==> config.mk <==
export PLATFORM = sky130hd
export DESIGN_NAME = rv32c_fetch_aligner
export DESIGN_NICKNAME = d
export VERILOG_FILES = /design/src/rtl/rv32c_pkg.sv /design/src/rtl/rv32i_types_pkg.sv /design/src/rtl/rv32c_hw_queue.sv /design/src/rtl/rv32c_fetch_aligner.sv
export SDC_FILE = /design/constraint.sdc
export NUM_CORES = 1
export LEC_CHECK = 0
export ABC_CLOCK_PERIOD_IN_PS = 4800
export BUFFER_PORTS_ARGS = -buffer_cell sky130_fd_sc_hd__buf_4
export CORE_ASPECT_RATIO = 0.6
export CORE_UTILIZATION = 30
export CTS_BUF_LIST = sky130_fd_sc_hd__clkbuf_4
export DETAILED_ROUTE_END_ITERATION = 6
export PLACE_DENSITY_LB_ADDON = 0.1
export SETUP_SLACK_MARGIN = 0.05
export SLEW_MARGIN = 20
export SYNTH_ARGS = -nofsm -noshare
export SYNTH_HDL_FRONTEND = slang
export SYNTH_SLANG_ARGS = --single-unit
==> constraint.sdc <==
create_clock -name CLK -period 4.8 [get_ports CLK]
set_input_delay 0.96 -clock CLK [delete_from_list [all_inputs] [get_ports CLK]]
set_output_delay 0.96 -clock CLK [all_outputs]
set_load 0.01 [all_outputs]
==> src/rtl/rv32c_pkg.sv <==
// Types and helpers for the RV32C halfword fetch path.
package rv32c_pkg;
   typedef logic [15:0] halfword_t;
   typedef enum logic {RUN, DISCARD} aligner_state_t;

   localparam int HW_DEPTH = 4;
   localparam int CNT_W    = 3;

   function automatic logic is_compressed(input halfword_t hw);
      return hw[1:0] != 2'b11;
   endfunction
endpackage

==> src/rtl/rv32i_types_pkg.sv <==
// Base RV32I scalar types that the fetch and decode blocks share.
package rv32i_types_pkg;
   typedef logic [31:0] word_t;
endpackage

==> src/rtl/rv32c_hw_queue.sv <==
// 4-entry halfword shift queue: pop 0/1/2 from the head, then push 0/1/2 at the new tail, same cycle.
// One-cycle write latency; the caller guarantees no overflow and flush overrides everything.
module rv32c_hw_queue
   import rv32c_pkg::*;
(
   input  logic             CLK,
   input  logic             nRST,
   input  logic             flush_i,
   input  logic             pop1_i,
   input  logic             pop2_i,
   input  logic             push1_i,
   input  logic             push2_i,
   input  halfword_t        push_lo_i,
   input  halfword_t        push_hi_i,
   output halfword_t        hw0_o,
   output halfword_t        hw1_o,
   output logic [CNT_W-1:0] count_o
);

   halfword_t        hw_q [HW_DEPTH];
   halfword_t        hw_d [HW_DEPTH];
   logic [CNT_W-1:0] count_q, count_d, cnt_pop;

   always_comb begin
      for (int i = 0; i < HW_DEPTH; i++) hw_d[i] = hw_q[i];
      cnt_pop = count_q;
      if (pop2_i) begin
         for (int i = 0; i < HW_DEPTH - 2; i++) hw_d[i] = hw_q[i + 2];
         cnt_pop = count_q - CNT_W'(2);
      end else if (pop1_i) begin
         for (int i = 0; i < HW_DEPTH - 1; i++) hw_d[i] = hw_q[i + 1];
         cnt_pop = count_q - CNT_W'(1);
      end
      count_d = cnt_pop;
      // Pushes land relative to the post-pop count so pop and push can share a cycle.
      if (push2_i) begin
         for (int i = 0; i < HW_DEPTH; i++) begin
            if (CNT_W'(i) == cnt_pop)              hw_d[i] = push_lo_i;
            if (CNT_W'(i) == cnt_pop + CNT_W'(1))  hw_d[i] = push_hi_i;
         end
         count_d = cnt_pop + CNT_W'(2);
      end else if (push1_i) begin
         for (int i = 0; i < HW_DEPTH; i++) begin
            if (CNT_W'(i) == cnt_pop) hw_d[i] = push_hi_i;
         end
         count_d = cnt_pop + CNT_W'(1);
      end
      if (flush_i) count_d = '0;
   end

   always_ff @(posedge CLK or negedge nRST) begin
      if (!nRST) begin
         count_q <= '0;
         for (int i = 0; i < HW_DEPTH; i++) hw_q[i] <= '0;
      end else begin
         count_q <= count_d;
         for (int i = 0; i < HW_DEPTH; i++) hw_q[i] <= hw_d[i];
      end
   end

   assign hw0_o   = hw_q[0];
   assign hw1_o   = hw_q[1];
   assign count_o = count_q;

endmodule

==> src/rtl/rv32c_fetch_aligner.sv <==
// Realigns word fetches into 16/32-bit RV32C instructions, one per handshake; output is registered-state decode.
// Fetch requests stop when the queue holds 3+ halfwords; redirects flush and drop any outstanding read.
module rv32c_fetch_aligner
   import rv32c_pkg::*;
   import rv32i_types_pkg::*;
#(
   parameter word_t RESET_PC = 32'h0000_0200
) (
   input  logic        CLK,
   input  logic        nRST,
   input  logic        redirect,
   input  logic [31:0] redirect_pc,
   output logic        fetch_ren,
   output logic [31:0] fetch_addr,
   input  logic        fetch_ready,
   input  logic [31:0] fetch_rdata,
   output logic        inst_valid,
   input  logic        inst_ready,
   output logic [31:0] inst_raw,
   output logic        inst_compressed,
   output logic [31:0] inst_pc
);

   localparam word_t RESET_WORD = {RESET_PC[31:2], 2'b00};

   aligner_state_t   state_q, state_d;
   logic             skip_low_q, skip_low_d;
   word_t            pc_q, pc_d;
   word_t            fetch_addr_q, fetch_addr_d;
   word_t            target_q, target_d;

   halfword_t        hw0, hw1;
   logic [CNT_W-1:0] count;
   logic             hw0_c, consume, append;
   word_t            redir_word;

   rv32c_hw_queue u_queue (
      .CLK       (CLK),
      .nRST      (nRST),
      .flush_i   (redirect),
      .pop1_i    (consume & hw0_c),
      .pop2_i    (consume & ~hw0_c),
      .push1_i   (append & skip_low_q),
      .push2_i   (append & ~skip_low_q),
      .push_lo_i (fetch_rdata[15:0]),
      .push_hi_i (fetch_rdata[31:16]),
      .hw0_o     (hw0),
      .hw1_o     (hw1),
      .count_o   (count)
   );

   assign hw0_c      = is_compressed(hw0);
   assign redir_word = {redirect_pc[31:2], 2'b00};

   // Registered count only, so inst_ready never reaches the memory request.
   assign fetch_ren  = (state_q == DISCARD) || (count <= CNT_W'(2));
   assign inst_valid = (state_q == RUN) && (count != '0) && (hw0_c || count >= CNT_W'(2));
   assign inst_raw   = hw0_c ? {16'h0000, hw0} : {hw1, hw0};
   assign inst_compressed = hw0_c;
   assign inst_pc    = pc_q;
   assign fetch_addr = fetch_addr_q;

   assign consume = inst_valid && inst_ready && !redirect;
   assign append  = (state_q == RUN) && fetch_ren && fetch_ready && !redirect;

   always_comb begin
      state_d      = state_q;
      skip_low_d   = skip_low_q;
      pc_d         = pc_q;
      fetch_addr_d = fetch_addr_q;
      target_d     = target_q;
      if (redirect) begin
         pc_d       = redirect_pc & ~word_t'(1);
         skip_low_d = redirect_pc[1];
         // An issued read cannot be cancelled: wait it out at the old address, then jump.
         if (fetch_ren && !fetch_ready) begin
            state_d  = DISCARD;
            target_d = redir_word;
         end else begin
            state_d      = RUN;
            fetch_addr_d = redir_word;
         end
      end else if (state_q == DISCARD) begin
         if (fetch_ready) begin
            state_d      = RUN;
            fetch_addr_d = target_q;
         end
      end else begin
         if (consume) pc_d = pc_q + (hw0_c ? 32'd2 : 32'd4);
         if (append) begin
            fetch_addr_d = fetch_addr_q + 32'd4;
            skip_low_d   = 1'b0;
         end
      end
   end

   always_ff @(posedge CLK or negedge nRST) begin
      if (!nRST) begin
         state_q      <= RUN;
         skip_low_q   <= RESET_PC[1];
         pc_q         <= RESET_PC & ~word_t'(1);
         fetch_addr_q <= RESET_WORD;
         target_q     <= RESET_WORD;
      end else begin
         state_q      <= state_d;
         skip_low_q   <= skip_low_d;
         pc_q         <= pc_d;
         fetch_addr_q <= fetch_addr_d;
         target_q     <= target_d;
      end
   end

endmodule

==> results.md, run 1 <==
- Status: finished, final reports clean
- Layout Utilization: between 30% and 40%
- Worst slack at placement: between 0.5 and 0.6 ns
- Detail Placement HPWL: 26700 um
- Vias in the first global route: 8711
- First-pass GRT wire length: about 57000 um
- Num ports: approximately 170
- Worst setup SP type: flip-flop
- Hold Buf Count CTS: 0
- Detailed Routing Iterations Pass 1: 5
- Post-Synthesis Cells: 1124
- Postcts setup bufs: 0
- CTS root buffer: clkbuf_4
- Worst skew pair latency: 0.65 ns
- Asr flop ratio synth: 100%
- Seq/Total Area, Yosys: approximately two fifths
- FMAX: 0.233 GHz
- Wirelength, routed: 38200 um
- CTS resizes: 0
- Leakage: between 4 and 5 nW
- Mean Syn Cell Area: 8.85 um2
- Slew of the pin with the lowest slew margin: about 1.1 ns
- Total clock buffers created by CTS: 17
- Initial antenna violation count: 2
- Gr ovfl total: 0
- TNS Setup: 0 ns
- Crit path arrival time: approximately 4.8 ns
- Final worst setup slack: between 0.5 and 0.6 ns
- Max Cap Viol: 0
- Die W: ~240 um
- Pin count of the biggest net entering global routing: roughly 80
- Critical path cell sequence: and2_1 -> inv_1 -> nand2b_1 -> a21o_1 -> nand2_4 -> ha_1 -> nand2_1 -> mux2i_1 -> buf_4 -> nand3b_1 -> a21oi_2 -> a311oi_1 -> a221o_1
- Clock buffer depth: 2
- Post-Route Skew: around 0.033 ns
- Die Y: between 100 and 150 um
- Rel. slew slack: ~28%
- # DRC: 0
- Die footprint: between 0.03 and 0.04 mm2
- Critical path required time: 5.33 ns
- Final setup viols: 0
- Worst-path clk slew: 0.16 ns
- IO buf count: about 160
- Row cnt: 51
- Synth cell types: 83
- Post-synthesis compound-gate area fraction: about a fifth
- Adder-Cell Fraction of Synth Area: under 10%
- DP Area: about 0.012 mm2
- Clock Sinks: 160
- RSZ-0062 raised after global routing: no
- Crit end category: flip-flop
- GRT Overall Usage: 22.8%
- Layout area overhead: 18.7%
- Most frequent cells in the layout: buf_4, dfrtp_1, nand2_1
- Peak supply drop: between 0.2 and 0.25 mV
- Critical Path Start: u_queue.hw0_o[0]
- CP max FO: 14
- Vias per inst: around 5.6
- Mapped Area: between 0.009 and 0.01 mm2
- Xor/xnor share of the synthesized area: between 4 and 5%
- Commonest non-fill, non-tap cell in the layout: buf_4
- Slowest-stage cell, CP: dfrtp_1
- Routability congestion estimate: 0.846
- Core area: approximately 0.033 mm2
- Final Cell Area: about 0.012 mm2
- Initial Util: a little over 30%
- Mux cell area share after synthesis: 7.17%
- Main synth FF type: dfrtp_1
- Vias: about 9400
- Number of synthesized register bits: between 150 and 200
- Hold Vio Cnt, Final: 0
- Pwr Density: ~580 mW/mm2
- Remaining antenna violation count after routing: 0
- Number of synthesized flops with an enable pin: 0
- Hold Crit Class: input pin to asynchronous set/reset pin
- Yosys warnings: 0
- Fillers: 3387
- Crit Path Class: flip-flop to flip-flop
- Routed length per instance: roughly 23 um
- Post-layout net count: around 1300
- H-tree Lvls: 4
- CTS tree: done
- Tcrit/Tclk final: approximately nine tenths
- Post-Synth Simple-Gate Area: a little over 20%
- Initial DRC Count: 887
- Fraction of layout cells with a size suffix above 1: approximately a quarter
- Slew Viols, Final: 0
- RR Startpoint: u_queue.hw0_o[0]
- CP peak stage delay: 0.85 ns
- Minimum clock period: roughly 4.3 ns
- Total power: a little under 7 mW
- Largest family of logic cells by synthesized area: compound AO/OA/AOI/OAI gates
state kept, by name, indices dropped and copies added, names as in the netlist:
register,cells
skip_low_q,1
u_queue.hw1_o,16
fetch_addr,30
target_q,30
u_queue.count_o,3
u_queue.hw0_o,16
u_queue.hw_q,32
inst_pc,31
state_q,1
through the flow:
stage               hold slack, ns  instances
floorplan                    0.471       1126
global placement             0.482       1654
detailed placement           0.494       1654
CTS                          0.333       1686
global route                 0.333       1688
finish                       0.325       1688
final cells by class:
cell class | count | area, um2 | share of cell area [%]
Antenna cell | 2 | 5.00 | 0.0424
Clock buffer | 18 | 135 | 1.15
Clock inverter | 14 | 130 | 1.10
Inverter | 18 | 67.6 | 0.573
Multi-Input combinational cell | 856 | 5440 | 46.1
Sequential cell | 160 | 4010 | 34.0
Tap cell | 424 | 531 | 4.50
Timing Repair Buffer | 196 | 1490 | 12.6
cells in the mapped netlist (21+ instances only):
cell        n  area, um2
dfrtp_1   157       3930
nand2_1   151        567
a21oi_1    84        420
nor2_1     83        312
o21ai_0    66        330
nand3_1    59        295
clkbuf_1   49        184
mux2_2     42        473
and3_1     36        225
mux2i_1    24        240
o22ai_1    24        150
a211oi_1   21        158
xnor2_1    21        184
xor2_1     21        184
cell families after synthesis:
group                      after synthesis
buffers and inverters                  110
AOI/OAI and AO/OA                      316
adders and majority gates               10
muxes                                   66
xor gates and xnor gates                44
other                                    1
DFF                                    160
and+or+nand+nor                        417
worst max-delay path: cells and delay by family, from the launching register on:
kind            cells  cell delay [ns]
buf+inv             2             0.50
compound gates      4             1.40
flops               1             0.85
simple gates        5             0.87
mux                 1             0.16
fa+ha+maj           1             0.40
worst paths after layout:
kind                                     to  slack [ns]  cells after the start
hold / removal                  inst_pc[10]        0.33                      1
hold reg to reg                 target_q[2]        0.52                      1
min in group CLK                target_q[2]        0.52                      1
setup / recovery           u_queue.hw0_o[5]        0.51                     13
max in group asynchronous       inst_pc[28]        3.51                      2
setup reg to reg           u_queue.hw0_o[5]        0.51                     13
per-layer routing:
| metal | track usage (%) | up-vias | wire length, um | share of wire [%] |
|---|---|---|---|---|
| li1 | - | 4341 | - | - |
| met2 | 29.8 | 347 | 14800 | 39 |
| met1 | 36.1 | 4665 | 19900 | 52 |
| met4 | 4.78 | 0 | 464 | 1.2 |
| met5 | 0 | - | 0 | 0 |
| met3 | 5.88 | 33 | 3020 | 7.9 |
report_power, final:
part / switching [mW] / internal, mW / total, mW
Combinational: 1.98 / 1.54 / 3.52
Sequential: 0.595 / 1.91 / 2.50
Clock: 0.597 / 0.270 / 0.867
Total: 3.17 / 3.71 / 6.89
(Power assumes the default switching activity.)
==> run 2, diff against run 1 <==
--- a/config.mk
+++ b/config.mk
@@ -15,5 +15,6 @@
 export SETUP_SLACK_MARGIN = 0.05
-export SLEW_MARGIN = 20
+export SLEW_MARGIN = 0
 export SYNTH_ARGS = -nofsm -noshare
 export SYNTH_HDL_FRONTEND = slang
+export SYNTH_HIERARCHICAL = 1
 export SYNTH_SLANG_ARGS = --single-unit
==> constraint.sdc (replaced) <==
create_clock -name CLK -period 4.8 [get_ports CLK]
set_input_delay 0.72 -clock CLK [delete_from_list [all_inputs] [get_ports CLK]]
set_output_delay 0.72 -clock CLK [all_outputs]
set_load 0.01 [all_outputs]
==> run 2 against run 1 <==
Compared with the run above: clock-buffer cell count up 1; sequential power down 8%; critical endpoint is now u_queue/hw0_o[15]; first-iteration DRC count decreased by 5.0%.
==> results.md, run 2 <==
- Die footprint: roughly 0.038 mm2
- Layout area overhead: 16.0%
- Initial Util: between 30% and 40%
- Initial antenna violation count: 3
- Gr ovfl total: 0
- Final setup viols: 0
- Synth area leader: dfrtp_1
- Post-synth top cells: dfrtp_1, mux2i_1, nand2_1, nor2_1, o21ai_0
- CTS resizes: 0
- Ranking of synthesized cells by area: dfrtp_1, mux2i_1, nand2_1
- Total clock buffers created by CTS: 17
- IO buf count: ~160
- RSZ-0062 raised after global routing: no
- Pin count of the biggest net entering global routing: just over 80
- Post-layout net count: roughly 1400
- Core area: about 0.036 mm2
- Crit path arrival time: a little over 4 ns
- Main synth FF type: dfrtp_1
- Crit end category: flip-flop
- Routed length per instance: between 20 and 25 um
- Postcts setup bufs: 0
- Tcrit/Tclk final: between 70% and 80%
- Most frequent cell after synthesis: dfrtp_1
- TNS Setup: 0 ns
- Initial DRC Count: ~840
- Crit Path Class: flip-flop to flip-flop
- Detailed Routing Iterations Pass 1: 5
- Leakage: between 5 and 6 nW
- Seq/Total Area, Yosys: approximately 36%
- Remaining antenna violation count after routing: 0
- Worst setup SP type: flip-flop
- Slew of the pin with the lowest slew margin: 1.24 ns
- Detail Placement HPWL: 29800 um
- Vias per inst: 5.45
- Status: finished, final reports clean
- DP Area: around 0.012 mm2
- Routability congestion estimate: 0.816
- Final Cell Area: 0.0128 mm2
- Wirelength, routed: a little over 40000 um
- Pwr Density: between 400 and 500 mW/mm2
- Synth cell types: between 70 and 80
- Row cnt: 53
- # DRC: 0
- Worst-path clk slew: ~0.13 ns
- Asr flop ratio synth: 100%
- CTS root buffer: clkbuf_4
- Die W: between 200 and 250 um
- Max FFs per register: 32
- Peak supply drop: between 0.15 and 0.2 mV
- Number of synthesized register bits: 160
- Die Y: 150 um
- Slew Viols, Final: 0
- Register with the most flip-flops: u_queue/hw_q
- Worst skew pair latency: approximately 0.62 ns
- First-pass GRT wire length: 60900 um
- Most frequent cells in the layout: buf_4, dfrtp_1, mux2i_1
- Num ports: about 170
- Clock buffer depth: 2
- GRT Overall Usage: roughly 22%
- Post-Route Skew: between 0.02 and 0.03 ns
- Post-synth top area share: around 36%
- Clock Sinks: 160
- Hold Crit Class: input pin to asynchronous set/reset pin
- Vias: a little under 10000
- Critical path required time: 5.28 ns
- Vias in the first global route: 9206
- CP max FO: 16
- H-tree Lvls: 4
- Number of synthesized flops with an enable pin: 0
- CTS tree: done
- Mapped Area: 0.0110 mm2
- Hold Vio Cnt, Final: 0
- FMAX: 0.273 GHz
- Yosys warnings: 6
- Mean Syn Cell Area: a little over 9 um2
- Fillers: between 3000 and 4000
- Fraction of layout cells with a size suffix above 1: 24.5%
- Rel. slew slack: between 10% and 20%
- Hold Buf Count CTS: 0
- Post-Synthesis Cells: ~1200
- Minimum clock period: 3.67 ns
- Commonest non-fill, non-tap cell in the layout: buf_4
- Max Cap Viol: 0
## run 2: cell count changes after synthesis, sizes merged, moves of 17 or more
cell,delta
nand2,-34
o311ai,+17
o22ai,-21
a21oi,-39
mux2i,+109
nand3,-36
a221oi,+35
nor2,+25
buf,+20
a221o,-18
## run 2: cells by family (layout without fill, tap and decap cells)
logic type / after synthesis / in the layout / share of synthesized area (%)
and+or+nand+nor: 403 / 403 / 18.1
AOI/OAI and AO/OA: 273 / 273 / 18.4
muxes: 166 / 166 / 15.5
DFF: 160 / 160 / 36.4
buffers and inverters: 136 / 251 / 6.93
xor gates and xnor gates: 44 / 44 / 3.50
adders and majority gates: 10 / 10 / 1.14
other: 1 / 6 / 0.0340
## run 2: worst paths after layout
kind	startpoint	end	slack, ns	depth (start not counted)
worst max-delay path	u_queue/count_o[2]	u_queue/hw0_o[15]	1.13	7
worst min-delay path	nRST	u_queue/hw1_o[13]	0.17	1
worst max register to register	u_queue/count_o[2]	u_queue/hw0_o[15]	1.13	7
worst min register to register	target_q[29]	fetch_addr[29]	0.50	2
max in group asynchronous	nRST	inst_pc[9]	3.67	2
min in group CLK	redirect_pc[22]	target_q[22]	0.32	2
## run 2: through the flow
stage | power [mW] | hold WS (ns) | setup slack (ns) | utilization (%) | instances
floorplan | 3.97 | 0.424 | 0.448 | - | 1195
CTS | 5.85 | 0.145 | 1.12 | 35.9 | 1777
detailed placement | 4.91 | 0.470 | 0.977 | 35.1 | 1745
global route | 6.23 | 0.169 | 0.889 | 35.9 | 1778
finish | 5.84 | 0.167 | 1.13 | 36.0 | 1780
global placement | 4.87 | 0.462 | 0.995 | 35.1 | 1745
## run 2: report_power, final
part	internal, mW	switching, mW	total [mW]
Combinational	1.20	1.40	2.60
Sequential	1.75	0.563	2.31
Clock	0.374	0.552	0.927
Total	3.32	2.52	5.84
## run 2: worst max-delay path, cell delays in order, from the launching register on
cell and delay (ns):
dfrtp_1 0.55, a21o_1 0.33, nor2_1 0.32, nand2_1 0.38, nor2_1 0.84, o211ai_4 0.55
mux2i_1 0.24, a221oi_1 0.32
## run 2: layout make-up
| class | instances | area [um2] | area share, % |
|---|---|---|---|
| Multi-Input combinational cell | 899 | 6280 | 49.2 |
| Sequential cell | 160 | 4010 | 31.4 |
| Timing Repair Buffer | 200 | 1520 | 11.9 |
| Tap cell | 467 | 584 | 4.57 |
| Clock inverter | 13 | 163 | 1.27 |
| Clock buffer | 19 | 143 | 1.12 |
| Inverter | 19 | 71.3 | 0.558 |
| Antenna cell | 3 | 7.51 | 0.0587 |
## run 2: layer usage
metal  wire (um)  track usage [%]  vias up
li1            -                -     4553
met1       22500             36.0     4838
met2       15600             28.0      291
met3        2480             4.58       19
met4         327             4.48        0
met5           0                0        -
